$ cat src/rtl/mem_arb_pkg.sv
// Shared types and constants for the three-requester memory bus arbiter.
package mem_arb_pkg;

    localparam int unsigned NREQ   = 3;
    localparam int unsigned ADDR_W = 27;
    localparam int unsigned DATA_W = 32;

    // Index of the requester that owns the bus.
    typedef logic [1:0] grant_idx_t;

    // After reset, requester 0 is first in line.
    localparam grant_idx_t LastGrantRst = 2'd2;

    typedef enum logic [1:0] {
        StIdle,
        StIssue,
        StWait,
        StResp
    } arb_state_t;

endpackage

$ cat src/rtl/mem_bus_arbiter_if.sv
// Requester and memory-unit signals of the arbiter, bundled with the arbiter-side
// (master) and environment-side (slave) views.
interface mem_bus_arbiter_if;
    import mem_arb_pkg::*;

    logic              r0_req, r1_req, r2_req;
    logic [ADDR_W-1:0] r0_addr, r1_addr, r2_addr;
    logic [DATA_W-1:0] r0_data, r1_data, r2_data;
    logic              r0_we, r1_we, r2_we;
    logic              r0_ack, r1_ack, r2_ack;
    logic [DATA_W-1:0] rd_q;
    logic              err;
    grant_idx_t        grant;
    logic              active;

    logic [ADDR_W-1:0] mem_addr;
    logic [DATA_W-1:0] mem_data;
    logic              mem_we;
    logic              mem_start;
    logic              mem_busy;
    logic [DATA_W-1:0] mem_q;
    logic              mem_init_done;

    modport master (
        input  r0_req, r1_req, r2_req, r0_addr, r1_addr, r2_addr,
        input  r0_data, r1_data, r2_data, r0_we, r1_we, r2_we,
        output r0_ack, r1_ack, r2_ack, rd_q, err, grant, active,
        output mem_addr, mem_data, mem_we, mem_start,
        input  mem_busy, mem_q, mem_init_done
    );

    modport slave (
        output r0_req, r1_req, r2_req, r0_addr, r1_addr, r2_addr,
        output r0_data, r1_data, r2_data, r0_we, r1_we, r2_we,
        input  r0_ack, r1_ack, r2_ack, rd_q, err, grant, active,
        input  mem_addr, mem_data, mem_we, mem_start,
        output mem_busy, mem_q, mem_init_done
    );

endinterface

$ cat src/rtl/rr_pick3.sv
// Round-robin pick among three requests, searching from the one after the last grant.
module rr_pick3
    import mem_arb_pkg::*;
(
    input  logic [2:0] req_i,
    input  grant_idx_t last_i,
    output logic [2:0] onehot_o,
    output grant_idx_t idx_o,
    output logic       any_o
);

    grant_idx_t cand;

    // First asserted request at (last+1), (last+2), (last+3) mod 3.
    always_comb begin
        onehot_o = '0;
        idx_o    = '0;
        any_o    = 1'b0;
        cand     = '0;
        for (int k = 1; k <= 3; k++) begin
            cand = grant_idx_t'((int'(last_i) + k) % 3);
            if (!any_o && req_i[cand]) begin
                any_o           = 1'b1;
                idx_o           = cand;
                onehot_o[cand]  = 1'b1;
            end
        end
    end

endmodule

$ cat src/rtl/mem_bus_arbiter.sv
// Arbitrates three single-access requesters onto one memory unit, one transaction at a
// time, with a per-transaction timeout that answers with err=1 and zero read data.
module mem_bus_arbiter
    import mem_arb_pkg::*;
#(
    parameter int unsigned TIMEOUT_CYCLES = 4096,
    parameter int unsigned NREQ           = mem_arb_pkg::NREQ
) (
    input logic               clk,
    input logic               reset,
    mem_bus_arbiter_if.master bus
);

    localparam int unsigned     CntW    = $clog2(TIMEOUT_CYCLES + 1);
    localparam logic [CntW-1:0] CntLast = CntW'(TIMEOUT_CYCLES - 1);

    arb_state_t        state_q, state_d;
    logic [CntW-1:0]   cnt_q, cnt_d;
    grant_idx_t        grant_q, grant_d;
    grant_idx_t        last_q, last_d;
    logic [ADDR_W-1:0] addr_q, addr_d;
    logic [DATA_W-1:0] data_q, data_d;
    logic              we_q, we_d;
    logic [DATA_W-1:0] rd_data_q, rd_data_d;
    logic              err_q, err_d;

    logic [NREQ-1:0]   req_vec;
    logic [2:0]        pick_onehot;
    grant_idx_t        pick_idx;
    logic              pick_any;
    logic              timeout;

    assign req_vec = {bus.r2_req, bus.r1_req, bus.r0_req};
    assign timeout = (cnt_q == CntLast);

    rr_pick3 u_pick (
        .req_i    (req_vec),
        .last_i   (last_q),
        .onehot_o (pick_onehot),
        .idx_o    (pick_idx),
        .any_o    (pick_any)
    );

    // State and datapath registers.
    always_ff @(posedge clk) begin
        if (!reset) begin
            state_q   <= StIdle;
            cnt_q     <= '0;
            grant_q   <= '0;
            last_q    <= LastGrantRst;
            addr_q    <= '0;
            data_q    <= '0;
            we_q      <= 1'b0;
            rd_data_q <= '0;
            err_q     <= 1'b0;
        end else begin
            state_q   <= state_d;
            cnt_q     <= cnt_d;
            grant_q   <= grant_d;
            last_q    <= last_d;
            addr_q    <= addr_d;
            data_q    <= data_d;
            we_q      <= we_d;
            rd_data_q <= rd_data_d;
            err_q     <= err_d;
        end
    end

    // Next-state: grant in IDLE, track the memory unit, timeout takes priority.
    always_comb begin
        state_d   = state_q;
        cnt_d     = cnt_q;
        grant_d   = grant_q;
        last_d    = last_q;
        addr_d    = addr_q;
        data_d    = data_q;
        we_d      = we_q;
        rd_data_d = rd_data_q;
        err_d     = err_q;
        unique case (state_q)
            StIdle: begin
                if (bus.mem_init_done && pick_any) begin
                    grant_d = pick_idx;
                    cnt_d   = '0;
                    state_d = StIssue;
                    unique case (pick_onehot)
                        3'b001: begin
                            addr_d = bus.r0_addr;
                            data_d = bus.r0_data;
                            we_d   = bus.r0_we;
                        end
                        3'b010: begin
                            addr_d = bus.r1_addr;
                            data_d = bus.r1_data;
                            we_d   = bus.r1_we;
                        end
                        3'b100: begin
                            addr_d = bus.r2_addr;
                            data_d = bus.r2_data;
                            we_d   = bus.r2_we;
                        end
                        default: ;
                    endcase
                end
            end
            StIssue, StWait: begin
                cnt_d = cnt_q + CntW'(1);
                if (timeout) begin
                    rd_data_d = '0;
                    err_d     = 1'b1;
                    state_d   = StResp;
                end else if (state_q == StIssue && bus.mem_busy) begin
                    state_d = StWait;
                end else if (state_q == StWait && !bus.mem_busy) begin
                    rd_data_d = bus.mem_q;
                    err_d     = 1'b0;
                    state_d   = StResp;
                end
            end
            StResp: begin
                last_d  = grant_q;
                state_d = StIdle;
            end
            default: state_d = StIdle;
        endcase
    end

    // Start is dropped in the very cycle busy falls so the unit is never re-triggered.
    assign bus.mem_start = (state_q == StIssue) || (state_q == StWait && bus.mem_busy);

    assign bus.r0_ack   = (state_q == StResp) && (grant_q == 2'd0);
    assign bus.r1_ack   = (state_q == StResp) && (grant_q == 2'd1);
    assign bus.r2_ack   = (state_q == StResp) && (grant_q == 2'd2);
    assign bus.err      = (state_q == StResp) && err_q;
    assign bus.rd_q     = rd_data_q;
    assign bus.grant    = grant_q;
    assign bus.active   = (state_q != StIdle);
    assign bus.mem_addr = addr_q;
    assign bus.mem_data = data_q;
    assign bus.mem_we   = we_q;

endmodule

$ cat src/flat_wrapper.sv
// flat-port wrapper written by rule: the top's interface ports become plain ports
module mem_bus_arbiter_flat import mem_arb_pkg::*;
#(
    parameter int unsigned TIMEOUT_CYCLES = 4096,
    parameter int unsigned NREQ           = mem_arb_pkg::NREQ
)
  (clk, reset, bus_r0_req, bus_r1_req, bus_r2_req, bus_r0_addr, bus_r1_addr, bus_r2_addr, bus_r0_data, bus_r1_data, bus_r2_data, bus_r0_we, bus_r1_we, bus_r2_we, bus_r0_ack, bus_r1_ack, bus_r2_ack, bus_rd_q, bus_err, bus_grant, bus_active, bus_mem_addr, bus_mem_data, bus_mem_we, bus_mem_start, bus_mem_busy, bus_mem_q, bus_mem_init_done);
  mem_bus_arbiter_if bus_i ();
  input logic clk;
  input logic reset;
  input wire logic [$bits(bus_i.r0_req)-1:0] bus_r0_req;
  input wire logic [$bits(bus_i.r1_req)-1:0] bus_r1_req;
  input wire logic [$bits(bus_i.r2_req)-1:0] bus_r2_req;
  input wire logic [$bits(bus_i.r0_addr)-1:0] bus_r0_addr;
  input wire logic [$bits(bus_i.r1_addr)-1:0] bus_r1_addr;
  input wire logic [$bits(bus_i.r2_addr)-1:0] bus_r2_addr;
  input wire logic [$bits(bus_i.r0_data)-1:0] bus_r0_data;
  input wire logic [$bits(bus_i.r1_data)-1:0] bus_r1_data;
  input wire logic [$bits(bus_i.r2_data)-1:0] bus_r2_data;
  input wire logic [$bits(bus_i.r0_we)-1:0] bus_r0_we;
  input wire logic [$bits(bus_i.r1_we)-1:0] bus_r1_we;
  input wire logic [$bits(bus_i.r2_we)-1:0] bus_r2_we;
  output wire logic [$bits(bus_i.r0_ack)-1:0] bus_r0_ack;
  output wire logic [$bits(bus_i.r1_ack)-1:0] bus_r1_ack;
  output wire logic [$bits(bus_i.r2_ack)-1:0] bus_r2_ack;
  output wire logic [$bits(bus_i.rd_q)-1:0] bus_rd_q;
  output wire logic [$bits(bus_i.err)-1:0] bus_err;
  output wire logic [$bits(bus_i.grant)-1:0] bus_grant;
  output wire logic [$bits(bus_i.active)-1:0] bus_active;
  output wire logic [$bits(bus_i.mem_addr)-1:0] bus_mem_addr;
  output wire logic [$bits(bus_i.mem_data)-1:0] bus_mem_data;
  output wire logic [$bits(bus_i.mem_we)-1:0] bus_mem_we;
  output wire logic [$bits(bus_i.mem_start)-1:0] bus_mem_start;
  input wire logic [$bits(bus_i.mem_busy)-1:0] bus_mem_busy;
  input wire logic [$bits(bus_i.mem_q)-1:0] bus_mem_q;
  input wire logic [$bits(bus_i.mem_init_done)-1:0] bus_mem_init_done;
  assign bus_i.r0_req = bus_r0_req;
  assign bus_i.r1_req = bus_r1_req;
  assign bus_i.r2_req = bus_r2_req;
  assign bus_i.r0_addr = bus_r0_addr;
  assign bus_i.r1_addr = bus_r1_addr;
  assign bus_i.r2_addr = bus_r2_addr;
  assign bus_i.r0_data = bus_r0_data;
  assign bus_i.r1_data = bus_r1_data;
  assign bus_i.r2_data = bus_r2_data;
  assign bus_i.r0_we = bus_r0_we;
  assign bus_i.r1_we = bus_r1_we;
  assign bus_i.r2_we = bus_r2_we;
  assign bus_r0_ack = bus_i.r0_ack;
  assign bus_r1_ack = bus_i.r1_ack;
  assign bus_r2_ack = bus_i.r2_ack;
  assign bus_rd_q = bus_i.rd_q;
  assign bus_err = bus_i.err;
  assign bus_grant = bus_i.grant;
  assign bus_active = bus_i.active;
  assign bus_mem_addr = bus_i.mem_addr;
  assign bus_mem_data = bus_i.mem_data;
  assign bus_mem_we = bus_i.mem_we;
  assign bus_mem_start = bus_i.mem_start;
  assign bus_i.mem_busy = bus_mem_busy;
  assign bus_i.mem_q = bus_mem_q;
  assign bus_i.mem_init_done = bus_mem_init_done;
  mem_bus_arbiter #(.TIMEOUT_CYCLES(TIMEOUT_CYCLES), .NREQ(NREQ)) u_core (.clk(clk), .reset(reset), .bus(bus_i));
endmodule
$ cat config.mk
export PLATFORM = sky130hd
export DESIGN_NAME = mem_bus_arbiter_flat
export DESIGN_NICKNAME = d
export VERILOG_FILES = /design/src/rtl/mem_arb_pkg.sv /design/src/rtl/mem_bus_arbiter_if.sv /design/src/rtl/rr_pick3.sv /design/src/rtl/mem_bus_arbiter.sv /design/src/flat_wrapper.sv
export SDC_FILE = /design/constraint.sdc
export NUM_CORES = 1
export LEC_CHECK = 0
export ABC_AREA = 0
export CAP_MARGIN = 10
export CORE_MARGIN = 2
export CORE_UTILIZATION = 35
export CTS_BUF_LIST = sky130_fd_sc_hd__clkbuf_2
export CTS_CLUSTER_DIAMETER = 200
export DETAILED_ROUTE_END_ITERATION = 8
export GPL_TIMING_DRIVEN = 0
export PLACE_DENSITY = 0.87
export SKIP_LAST_GASP = 1
export SLEW_MARGIN = 5
export SYNTH_ARGS = -nofsm -noshare
export SYNTH_HDL_FRONTEND = slang
export SYNTH_SLANG_ARGS = --single-unit
$ cat constraint.sdc
create_clock -name clk -period 3.08 [get_ports clk]
set_clock_uncertainty 0.1 [all_clocks]
set_input_delay 0.77 -clock clk [delete_from_list [all_inputs] [get_ports clk]]
set_output_delay 0.77 -clock clk [all_outputs]
set_load 0.02 [all_outputs]
After elaboration in Yosys (flattened, before gate mapping)

Cells that the tools add are included.

Memory bits (writable): 0
Input bits: 219
Bits in read-only memories: 0
Bits in latches: 0
Register bits after elaboration: 112
Output and inout port bits: 100
Memories kept: 0

Div/mod/pow operators: 3
Shift operators: 0
Muxes and demuxes: 37
Magnitude comparators: 6
Multipliers: 0
Add/sub/neg operators: 4
Reduce and logical (&&, ||, !) cells: 29
Equality and inequality tests: 12
Bitwise logic cells: 2

Operators by type and width:

| cell                    | number |
|---|---|
| $mod A32 B3 Y32 const B | 3 |
| $mux W32                | 3 |
| $pmux W32 S3            | 1 |
| $pmux W27 S3            | 1 |
| $pmux W13 S2            | 1 |
| $mux W2                 | 7 |
| $add A13 B1 Y13 const B | 1 |
| $eq A13 B12 Y1 const B  | 1 |
| $logic_and A1 B1 Y1     | 13 |
| $mux W13                | 1 |
| $mux W1                 | 12 |
| $lt A2 B3 Y1 const B    | 3 |
| $mux W3                 | 3 |
| $add A2 B2 Y3 const B   | 2 |
| $bmux W1 S2             | 3 |
| $demux W1 S2            | 3 |
| $eq A2 B2 Y1 const B    | 3 |
| $ge A2 B1 Y1 const B    | 3 |
| $or A3 B3 Y3            | 2 |
| $pmux W2 S3             | 1 |
| $reduce_and A2 Y1       | 3 |
| $reduce_and A3 Y1       | 2 |
| $reduce_bool A2 Y1      | 3 |
| $eq A2 B1 Y1 const B    | 2 |
| other kinds (12)        | 16 |

Longest topological paths before layout

Gate-level depths: netlist of the first run.

Depth in word-level cells: 14
Gate-level depth with buffers: 13
Mapped depth without buffers: 9

Hierarchy

A second synthesis of the first run with hierarchy kept.

Cell total of the unflattened synthesis: 587
Area total of the unflattened synthesis: 5178.7 sq um

By module, submodules not included:

| module          | area each (sq um) | sequential area each (sq um) | cells each | times used |
|---|---|---|---|---|
| mem_bus_arbiter | 4880.9            | 2242.2                       | 546        | 1 |
| rr_pick3        | 297.8             | 0.0                          | 41         | 1 |

Worst setup path after synthesis of the first run

No wires, ideal clock.

Path kind: input to register
From: input port bus_r0_req
To: register u_core.data_q[30] (netlist: u_core.bus.mem_data[30])
Arrival: 2.737 ns
Stages: 9
Path slack: 0.119 ns
Path buffers: 3
Cells stage by stage: mux2_4 > a21bo_2 > o41a_1 > nand2b_1 > buf_6 > a311oi_2 > buf_6 > buf_2 > a31oi_1

Word-level cells in the longest chain between the ends: 12
Elaborated cells on any way between the ends: 25

RTL lines:

| what                                       | RTL line              | RTL |
|---|---|---|
| start, declared                            | flat_wrapper.sv:11    | `input wire logic [$bits(bus_i.r0_req)-1:0] bus_r0_req;` |
| $bmux W1 S2                                | rr_pick3.sv:22        | `if (!any_o && req_i[cand]) begin` |
| $mux W1 (not written as such)              | rr_pick3.sv:22        |  |
| $mux W1                                    | rr_pick3.sv:22        |  |
| $logic_not A1 Y1                           | rr_pick3.sv:22        |  |
| $logic_and A1 B1 Y1                        | rr_pick3.sv:22        |  |
| $mux W1                                    | rr_pick3.sv:22        |  |
| $logic_not A1 Y1                           | rr_pick3.sv:22        |  |
| $logic_and A1 B1 Y1                        | rr_pick3.sv:22        |  |
| $mux W3                                    | rr_pick3.sv:22        |  |
| $eq A3 B1 Y1, or another cell as far along | mem_bus_arbiter.sv:86 | `unique case (pick_onehot)` |
| $reduce_bool A3 Y1 (no line)               | n/a                   |  |
| $reduce_and A3 Y1 (no line)                | n/a                   |  |
| end signal, assigned                       | mem_bus_arbiter.sv:62 | `data_q <= data_d;` |
| end, declared                              | mem_bus_arbiter.sv:22 | `logic [DATA_W-1:0] data_q, data_d;` |

Parallel ways exist; a longest one is shown, timed or not. The select of a mux whose other input is x is not followed.
A chain may end at the register's enable or synchronous reset.

Final worst setup path of the first run

From: register u_core.last_q[0]
To: register u_core.data_q[22] (netlist: u_core.bus.mem_data[22])

Word-level cells in the longest chain between the ends: 14
Elaborated cells on any way between the ends: 46

RTL lines:

| what                                                                 | RTL line                       | RTL |
|---|---|---|
| start, declared                                                      | mem_bus_arbiter.sv:20          | `grant_idx_t last_q, last_d;` |
| start signal, assigned                                               | mem_bus_arbiter.sv:50          | `last_q <= LastGrantRst;` |
| start signal, assigned                                               | mem_bus_arbiter.sv:60          | `last_q <= last_d;` |
| $add A2 B1 Y3                                                        | rr_pick3.sv:21                 | `cand = grant_idx_t'((int'(last_i) + k) % 3);` |
| $mod A32 B3 Y32                                                      | rr_pick3.sv:21                 |  |
| $lt A2 B3 Y1 (not written as such), or another cell as far along     | rr_pick3.sv:25                 | `onehot_o[cand] = 1'b1;` |
| $logic_and A1 B1 Y1 (not written as such) or $mux W1 (tied branches) | rr_pick3.sv:25, rr_pick3.sv:22 |  |
| $mux W1 (on tied branches)                                           | rr_pick3.sv:25, rr_pick3.sv:22 |  |
| $demux W1 S2 or $logic_not A1 Y1 (tied branches)                     | rr_pick3.sv:25, rr_pick3.sv:22 |  |
| $mux W3 or $logic_and A1 B1 Y1 (tied branches)                       | rr_pick3.sv:22                 |  |
| $or A3 B3 Y3 (no line) or $mux W1 (tied branches)                    | n/a                            |  |
| $mux W3 or $logic_not A1 Y1 (tied branches)                          | rr_pick3.sv:22                 |  |
| $or A3 B3 Y3 (no line) or $logic_and A1 B1 Y1 (tied branches)        | n/a                            |  |
| $mux W3                                                              | rr_pick3.sv:22                 |  |
| $eq A3 B1 Y1, or another cell as far along                           | mem_bus_arbiter.sv:86          |  |
| $reduce_bool A3 Y1 (no line)                                         | n/a                            |  |
| $reduce_and A3 Y1 (no line)                                          | n/a                            |  |

Parallel ways exist; a longest one is shown, timed or not. The select of a mux whose other input is x is not followed.

==> impl_metrics.toml, run 1 <==
[sta]
min_period_ns = 2.930
fin_crit_sh_pct = 95.12
worst_slew_pin_slew_ns = 0.6871
hold_viol = 0
fin_tns_setup_ns = 0
setup_viol = 0
drv_slew = 0
fmax_mhz = 341.3
max_slew_margin_pct = 54.02
timing.final.ws_setup_ns = 0.1504

[grt]
antenna_found_initial = 1
overflow = 0
grt_max_degree = 20
grt_pass1_vias = 6061
grt_pass1_wl_mm = 31.70
track_usage_pct = 24.76

[worst_setup_path]
r2r_cells = 10
startpoint = "u_core.last_q[0]$_SDFFE_PN0P_"
cp_max_fo = 10
crit_path_end = "u_core.bus.mem_data[22]$_SDFFE_PN0P_"
cp.required_ns = 3.60
rr_endpoint = "u_core.bus.mem_data[22]$_SDFFE_PN0P_"
regToRegStartpoint = "u_core.last_q[0]$_SDFFE_PN0P_"
critPathArrivalTime_ns = 3.45
critPathCaptureType = "flip-flop"
reg2reg_setup_slack_ns = 0.15
path_class = "flip-flop to flip-flop"
path_cells = "inv_2, ha_1, nand2b_1, mux2i_2, o41a_1, nand2b_4, clkbuf_1, o22a_1, o22ai_1, a21oi_1"
slowest_stage = "clkbuf_1"
path_buf_inv = 2
critPathMaxStageDelay_ns = 0.53
path_depth = 10
start_kind = "flip-flop"
critPathTopFamily = "compound AO/OA/AOI/OAI gates"

[yosys]
synthesis.instances = 616
seq_area_frac_synth_pct = 41.74
syn_area_sq_um = 5371
synth_fp_nets = 844
yosysTopAreaCellShare_pct = 41.74
synth.top_cells.by_area = "dfxtp_1, o22a_1, o22ai_1"
synth_warnings = 0
yosysTopAreaCell = "dfxtp_1"
syn_avg_cell_area_sq_um = 8.720
ys_seq_elements = 112
synthDistinctLibCells = 48

[clocking]
htreeDepth = 3
ctsHoldBuffers = 0
cts-buffers-inserted = 9
cts.path.max_buffers = 2
clock_latency_ns = 0.63
clock-sinks = 112
tritoncts = "built"
cts_root_buf = "clkbuf_2"
cts.clk_slew.worst_paths_ns = 0.32

[cells_and_area]
fin_util_pct = 60.66
num-fill-cells = 1289
final_cell_mix = "clkdlybuf4s50_1, dfxtp_1, a21oi_1"
syn2layout_area_growth_pct = 70.42
multi_input_area_sq_um = 2929
antenna_cells = 0
nets = 1180
final_common_cell = "clkdlybuf4s50_1"
ff_latch_area_sq_um = 2251
fin_area_sq_um = 9154
layout-drive-gt1-share_pct = 7.419

[routing]
wl_mm = 21.36
drc_errors = 0
post_drt_wl_per_cell_um = 18.65
vias_per_cell = 5.369
vias = 6148
ant_nets = 0
firstDrtPassIters = 5
drt_iter0_markers = 306

[die]
core_area_sq_um = 15090
dieArea_sq_um = 16350
die_w_um = 127.9
num_io_pins = 319
rows = 45
start_util_pct = 35.60
die_y_um = 127.9

[min_path]
hp-start = "u_core.bus.rd_q[19]$_SDFFE_PN0P_"
whs_path_depth = 2
min-delay-path-class = "flip-flop to flip-flop"

[placement]
gp_congestion = 0.9162
place_area_sq_um = 8780
dp_hpwl_mm = 16.42
numPortBuffers = 317
pre_cts_ws_ns = -1.003

[power_and_ir_drop]
power_w = 0.005573
leakage_nw = 3.296
p_per_area_nw_per_um2 = 608.8
ir_drop_v = 0.0005197

[flow_run]
maxCapViolations = 0

[status]
outcome = "finished, final reports clean"
## timing repair
| action | 4_1_cts | 5_1_grt |
|---|---|---|
| resized for setup | 28 | 35 |
| pin swaps | 1 | 2 |
| gates cloned | 0 | 2 |
| setup buffers | 2 | 5 |
| endpoints found under the setup margin | 63 | 65 |
## cells by family (layout without fill, tap and decap cells)
kind of cell | after synthesis | count (layout) | synth area share [%]
AOI/OAI and AO/OA | 303 | 303 | 36.80
xor gates and xnor gates | 10 | 10 | 1.631
adders and majority gates | 9 | 9 | 2.096
buffers and inverters | 66 | 407 | 5.684
DFF | 112 | 112 | 41.74
muxes | 6 | 6 | 1.211
and+or+nand+nor | 110 | 110 | 10.83
## synth_stat cells, drive strengths merged
| master | instances |
|---|---|
| a32oi | 1 |
| mux2i | 5 |
| ha | 9 |
| a21boi | 1 |
| a21oi | 67 |
| inv | 8 |
| nand2 | 25 |
| nand4b | 1 |
| o21ai | 66 |
| clkbuf | 40 |
| nor3b | 2 |
| o22a | 60 |
| nand3b | 2 |
| a21bo | 1 |
| dfxtp | 112 |
| buf | 18 |
| a211oi | 2 |
| nand4 | 3 |
| a21o | 2 |
| nand3 | 7 |
| o221ai | 1 |
| and3 | 2 |
| a311oi | 1 |
| mux2 | 1 |
| o21ba | 1 |
| o31ai | 2 |
| nor2b | 36 |
| xor2 | 9 |
| o311ai | 1 |
| nor2 | 15 |
| or3 | 1 |
| nand2b | 6 |
| nor3 | 4 |
| o41ai | 1 |
| o41a | 1 |
| o211a | 1 |
| o2111ai | 1 |
| o211ai | 1 |
| and2 | 6 |
| o21a | 2 |
| a31oi | 1 |
| a22oi | 29 |
| xnor2 | 1 |
| o22ai | 60 |
## tightest hold or removal path: stages (launching register included)
cell and delay, ns:
dfxtp_1 0.38, nand2_1 0.05, a21oi_1 0.06
## power by group
| part | total, W | internal, W | switching, W | leakage, nW |
|---|---|---|---|---|
| clock network | 0.000642 | 0.000123 | 0.000519 | 0.0648 |
| registers | 0.00190 | 0.00173 | 0.000174 | 0.913 |
| logic | 0.00303 | 0.00144 | 0.00159 | 2.32 |
| total | 0.00557 | 0.00329 | 0.00228 | 3.30 |
## sequential cells by signal, summed over array words and instances (netlist names)
signal	count
u_core.bus.rd_q	32
u_core.state_q	2
u_core.bus.mem_addr	27
u_core.bus.grant	2
u_core.cnt_q	13
u_core.bus.mem_we	1
u_core.err_q	1
u_core.bus.mem_data	32
u_core.last_q	2
## metrics by stage
step	hold WS [ns]	std cells
finish	0.3908	1145
global route	0.4107	1145
CTS	0.3884	1139
detailed placement	0.3598	1121
global placement	0.3445	1121
floorplan	0.3389	616
## metal layers
layer  global-route usage, %  up-vias  wire length [um]
met5                       0        -                 0
met4                   8.856        0               723
met3                   9.516       52              1900
met2                   43.72      262             10370
met1                   27.04     2842              8363
li1                        -     2992                 -
## layout make-up
| type | count | share of cell area [%] |
|---|---|---|
| clock buffers | 10 | 0.5467 |
| inverters | 8 | 0.3280 |
| plain buffers | 57 | 3.581 |
| multi-input cells | 438 | 32.00 |
| clock inverters | 6 | 0.5467 |
| well taps | 188 | 2.570 |
| repair buffers | 326 | 35.84 |
| flip-flops and latches | 112 | 24.59 |
## worst min-delay path by stage
stage | to | slack (ns)
floorplan | u_core.err_q$_SDFFE_PN0P_ | 0.34
global placement | u_core.bus.rd_q[13]$_SDFFE_PN0P_ | 0.34
detailed placement | u_core.err_q$_SDFFE_PN0P_ | 0.36
CTS | u_core.err_q$_SDFFE_PN0P_ | 0.39
global route | u_core.err_q$_SDFFE_PN0P_ | 0.41
finish | u_core.bus.rd_q[19]$_SDFFE_PN0P_ | 0.39
(Power assumes the default switching activity.)
==> inputs of run 2 (changes only) <==
CORE_AREA = 2 2 123 125   (was default)
CORE_MARGIN = default   (was 2)
CORE_UTILIZATION = default   (was 35)
DIE_AREA = 0 0 125 127   (was default)
DONT_BUFFER_PORTS = 1   (was default)
PLACE_DENSITY = 0.61   (was 0.87)
==> run 2 against run 1 <==
Net effect: setup slack worse by 0.042 ns; final cell count decreased by 28%; via count down 17%; clock power is 30% higher; flip-flop and latch count unchanged; first-iteration DRC count shrank 16%; count of clock-buffer cells in the layout fell by 1; power shrank 11%; sequential power increased by 19%.
==> impl_metrics.toml, run 2 (same netlist as run 1, synthesis figures left out) <==
[status]
outcome = "finished, final reports clean"

[flow_run]
maxCapViolations = 0

[sta]
drv_slew = 0
setup_viol = 0
worst_slew_pin_slew_ns = 0.7898
fin_crit_sh_pct = 96.47
min_period_ns = 2.971
hold_viol = 0
max_slew_margin_pct = 47.26
fmax_mhz = 336.6

[worst_setup_path]
r2r_cells = 13
critPathArrivalTime_ns = 3.45
critPathCaptureType = "flip-flop"
startpoint = "u_core.last_q[1]$_SDFFE_PN1P_"
cp.required_ns = 3.56
start_kind = "flip-flop"
path_class = "flip-flop to flip-flop"
cp_max_fo = 10
regToRegStartpoint = "u_core.last_q[1]$_SDFFE_PN1P_"

[routing]
vias = 5110
vias_per_cell = 6.217
route.met3.wl_mm = 2.091
wl_mm = 19.56
firstDrtPassIters = 4
drc_errors = 0
post_drt_wl_per_cell_um = 23.79
met2_length_mm = 9.406
drt_iter0_markers = 257
route.layer.met1.wl_mm = 7.410
ant_nets = 0
routed.top_layer = "met4"

[die]
rows = 44
die_w_um = 125
die_y_um = 127
num_io_pins = 319
core_area_sq_um = 14420
start_util_pct = 37.24
dieArea_sq_um = 15880

[clocking]
clock_latency_ns = 0.63
cts.clk_slew.worst_paths_ns = 0.30
htreeDepth = 3
tritoncts = "built"
cts_root_buf = "clkbuf_2"
clock-sinks = 112
cts-buffers-inserted = 9
cts.path.max_buffers = 2

[power_and_ir_drop]
p_per_area_nw_per_um2 = 830.1
ir_drop_v = 0.0003320
leakage_nw = 2.033

[cells_and_area]
final_common_cell = "dfxtp_1"
fin_util_pct = 41.32
layout-drive-gt1-share_pct = 10.69
nets = 859
final_cells = 822
syn2layout_area_growth_pct = 10.95
fin_area_sq_um = 5959
final_cell_mix = "dfxtp_1, a21oi_1, o22a_1, o22ai_1, o21ai_1"

[min_path]
whs_path_depth = 2
min-delay-path-class = "primary input to flip-flop"
hp-start = "bus_r0_data[30]"

[grt]
antenna_found_initial = 2
grt_pass1_vias = 5141
grt_max_degree = 21
track_usage_pct = 23.34
grt_pass1_wl_mm = 29.30
overflow = 0

[placement]
dp_hpwl_mm = 15.03
gp_congestion = 0.9258
place_area_sq_um = 5602
placed_cells = 800
numPortBuffers = 0
[run 2: metal layers]
layer  up-vias  global-route usage, %
met1      2423                  26.79
met3        36                  8.878
met4         0                  10.65
met2       290                  38.78
met5         -                      0
li1       2361                      -
[run 2: layout make-up]
class	instances	area, sq um
clock inverter	7	110.1
sequential	112	2247
buffer	57	326.6
tap	184	230.2
multi-input combinational	438	2917
clock buffer	9	45.04
timing repair buffer	5	48.80
fill	1448	8464
antenna	2	5.005
inverter	8	30.03
[run 2: through the flow]
| stage | power, W | hold slack [ns] | setup TNS, ns | setup WS, ns |
|---|---|---|---|---|
| final | 0.004947 | 0.1509 | 0 | 0.1087 |
| after global routing | 0.005239 | 0.09746 | -0.09227 | -0.02515 |
| after CTS | 0.004884 | 0.09210 | -0.01239 | -0.01239 |
| after detailed placement | 0.003983 | 0.3696 | -16.87 | -0.4687 |
| after global placement | 0.003924 | 0.3625 | -15.04 | -0.4241 |
| after floorplan | 0.003505 | 0.3389 | 0 | 0.1185 |
[run 2: final timing paths]
check                                          to  slack, ns
min reg2reg             u_core.err_q$_SDFFE_PN0P_       0.40
max           u_core.bus.mem_addr[3]$_SDFFE_PN0P_       0.11
max reg2reg   u_core.bus.mem_addr[3]$_SDFFE_PN0P_       0.11
min          u_core.bus.mem_data[30]$_SDFFE_PN0P_       0.15
[run 2: worst max-delay path: stages, from the launching register on]
cell and delay [ns]:
dfxtp_2 0.43, inv_2 0.06, ha_4 0.17, mux2_4 0.31
a21bo_4 0.24, o41a_1 0.36, nand2b_4 0.16, buf_6 0.15
a311oi_4 0.29, buf_6 0.16, buf_6 0.11, buf_8 0.14
o21ai_0 0.10, a21oi_1 0.15
[run 2: report_power, final]
group          leakage [nW]  internal, W  total [W]  switching [W]
combinational          1.03     0.000752    0.00184        0.00109
sequential            0.912      0.00173    0.00227       0.000541
clock                0.0885     0.000291   0.000834       0.000543
[run 2: repair_timing]
| action | 4_1_cts | 5_1_grt |
|---|---|---|
| resized for setup | 29 | 23 |
| pin swaps | 1 | 2 |
| cloned | 0 | 1 |
| hold buffers | 0 | 0 |
| setup endpoints to repair | 60 | 68 |
| setup buffers | 1 | 3 |
==> inputs of run 3 (changes only) <==
ABC_CLOCK_PERIOD_IN_PS = 3080   (was default)
MAX_ROUTING_LAYER = met4   (was default)
SETUP_SLACK_MARGIN = 0.1   (was default)
==> run 3 against run 2 <==
Net effect: maximum frequency shrank 1.5%; die area is the same; largest cell class unchanged; count of clock-buffer cells in the layout is the same; largest power group unchanged; setup slack lost 0.047 ns; global-route usage grew 0.91 points; via count grew 1.3%; final cell count grew 0.73%; design area grew 4.7%; sequential share of layout area shrank 1.7 points; highest routed layer unchanged; critical endpoint is now u_core.bus.mem_addr[20]$_SDFFE_PN0P_; first-iteration DRC count shrank 1.6%.
==> impl_metrics.toml, run 3 (same netlist as run 1, synthesis figures left out) <==
[sta]
rsz0062_at_grt = "yes"
setup_viol = 0
max_slew_margin_pct = 49.14
fin_crit_sh_pct = 97.98
drv_slew = 0
min_period_ns = 3.018
worst_slew_pin_slew_ns = 0.7629
fmax_mhz = 331.4
fin_tns_setup_ns = 0
hold_viol = 0

[min_path]
min-delay-path-class = "primary input to flip-flop"

[grt]
grt_max_degree = 22
overflow = 0
grt_pass1_vias = 5092
track_usage_pct = 24.25
antenna_found_initial = 1
grt_pass1_wl_mm = 29.33

[placement]
numPortBuffers = 0
placed_cells = 800
place_area_sq_um = 5602
gp_congestion = 0.9179
dp_hpwl_mm = 15.05

[worst_setup_path]
critPathArrivalTime_ns = 3.52
cp.required_ns = 3.59
path_class = "flip-flop to flip-flop"
reg2reg_setup_slack_ns = 0.06
start_kind = "flip-flop"
cp_max_fo = 8
critPathCaptureType = "flip-flop"

[clocking]
cts_root_buf = "clkbuf_2"
cts.clk_slew.worst_paths_ns = 0.36
clock-sinks = 112
tritoncts = "built"
cts.path.max_buffers = 2
ctsHoldBuffers = 0
clock_latency_ns = 0.63
htreeDepth = 3
cts-buffers-inserted = 9

[routing]
firstDrtPassIters = 4
vias_per_cell = 6.250
wl_mm = 19.95
drc_errors = 0
ant_nets = 0
drt_iter0_markers = 253
post_drt_wl_per_cell_um = 24.09
vias = 5175

[cells_and_area]
syn2layout_area_growth_pct = 16.17
final_cells = 828
num-fill-cells = 1427
final_common_cell = "dfxtp_1"
nets = 866
layout-drive-gt1-share_pct = 16.64
fin_area_sq_um = 6240
final_cell_mix = "dfxtp_1, o22a_1, o22ai_1"

[power_and_ir_drop]
power_frac_clock_pct = 13.8
ir_drop_v = 0.0003650
p_sw_w = 0.002293
power.internal_w = 0.002774
p_comb_share_pct = 40.9
p_seq_share_pct = 45.2
p_per_area_nw_per_um2 = 812.1
leakage_nw = 2.110
p_sw_share_pct = 45.26

[die]
die_w_um = 125
rows = 44
num_io_pins = 319
dieArea_sq_um = 15880
die_y_um = 127
start_util_pct = 37.24
core_area_sq_um = 14420

[status]
outcome = "finished, final reports clean"

[flow_run]
maxCapViolations = 0
-- run 3: timing repair --
action | in CTS | in global routing
cloned | 1 | 4
gates resized for setup | 44 | 79
pin swaps | 2 | 4
setup buffers | 4 | 2
endpoints found under the setup margin | 61 | 68
-- run 3: final timing paths --
path | startpoint | endpoint | depth (start not counted)
max | u_core.last_q[0]$_SDFFE_PN0P_ | u_core.bus.mem_addr[20]$_SDFFE_PN0P_ | 13
max reg2reg | u_core.last_q[0]$_SDFFE_PN0P_ | u_core.bus.mem_addr[20]$_SDFFE_PN0P_ | 13
min | bus_mem_q[15] | u_core.bus.rd_q[15]$_SDFFE_PN0P_ | 2
min reg2reg | u_core.err_q$_SDFFE_PN0P_ | u_core.err_q$_SDFFE_PN0P_ | 2
-- run 3: area by class of cell --
class / count / area (sq um) / area share, %
timing repair buffer: 11 / 171.4 / 2.747
clock buffer: 9 / 45.04 / 0.7219
buffer: 58 / 382.9 / 6.136
multi-input combinational: 438 / 3055 / 48.97
inverter: 8 / 32.53 / 0.5214
antenna: 1 / 2.502 / 0.04010
sequential: 112 / 2247 / 36.01
tap: 184 / 230.2 / 3.690
clock inverter: 7 / 72.57 / 1.163
-- run 3: layer usage --
| layer | vias to the layer above | share of wire (%) | track usage (%) |
|---|---|---|---|
| met5 | - | 0 | - |
| met4 | 0 | 2.8 | 8.889 |
| met1 | 2476 | 39 | 28.72 |
| li1 | 2377 | - | - |
| met3 | 39 | 9.0 | 6.575 |
| met2 | 283 | 49 | 39.80 |
-- run 3: critical path: stages, from the launching register on --
cell       delay (ns)
dfxtp_4          0.42
buf_6            0.12
ha_4             0.17
mux2_4           0.32
a21bo_4          0.24
o41a_1           0.45
nand2b_4         0.17
buf_12           0.14
a311oi_4         0.20
buf_6            0.17
buf_12           0.14
clkbuf_16        0.14
o21ai_1          0.06
a21oi_1          0.15
-- run 3: metrics by stage --
stage | hold slack [ns] | worst slack, ns | util, % | power, W
global placement | 0.3622 | -0.4240 | 38.84 | 0.003933
CTS | 0.05695 | 0.1019 | 40.81 | 0.004807
global route | 0.08519 | -0.03824 | 43.26 | 0.005345
floorplan | 0.3389 | 0.1185 | - | 0.003505
finish | 0.1144 | 0.06222 | 43.26 | 0.005067
detailed placement | 0.3709 | -0.4319 | 38.84 | 0.003981
-- run 3: power by group through the flow --
stage               sequential (W)  clock (W)  combinational [W]
finish                     0.00229   0.000702            0.00207
CTS                        0.00227   0.000726            0.00181
global route               0.00232   0.000767            0.00225
detailed placement         0.00229          0            0.00169
global placement           0.00230          0            0.00163
floorplan                  0.00220          0            0.00130
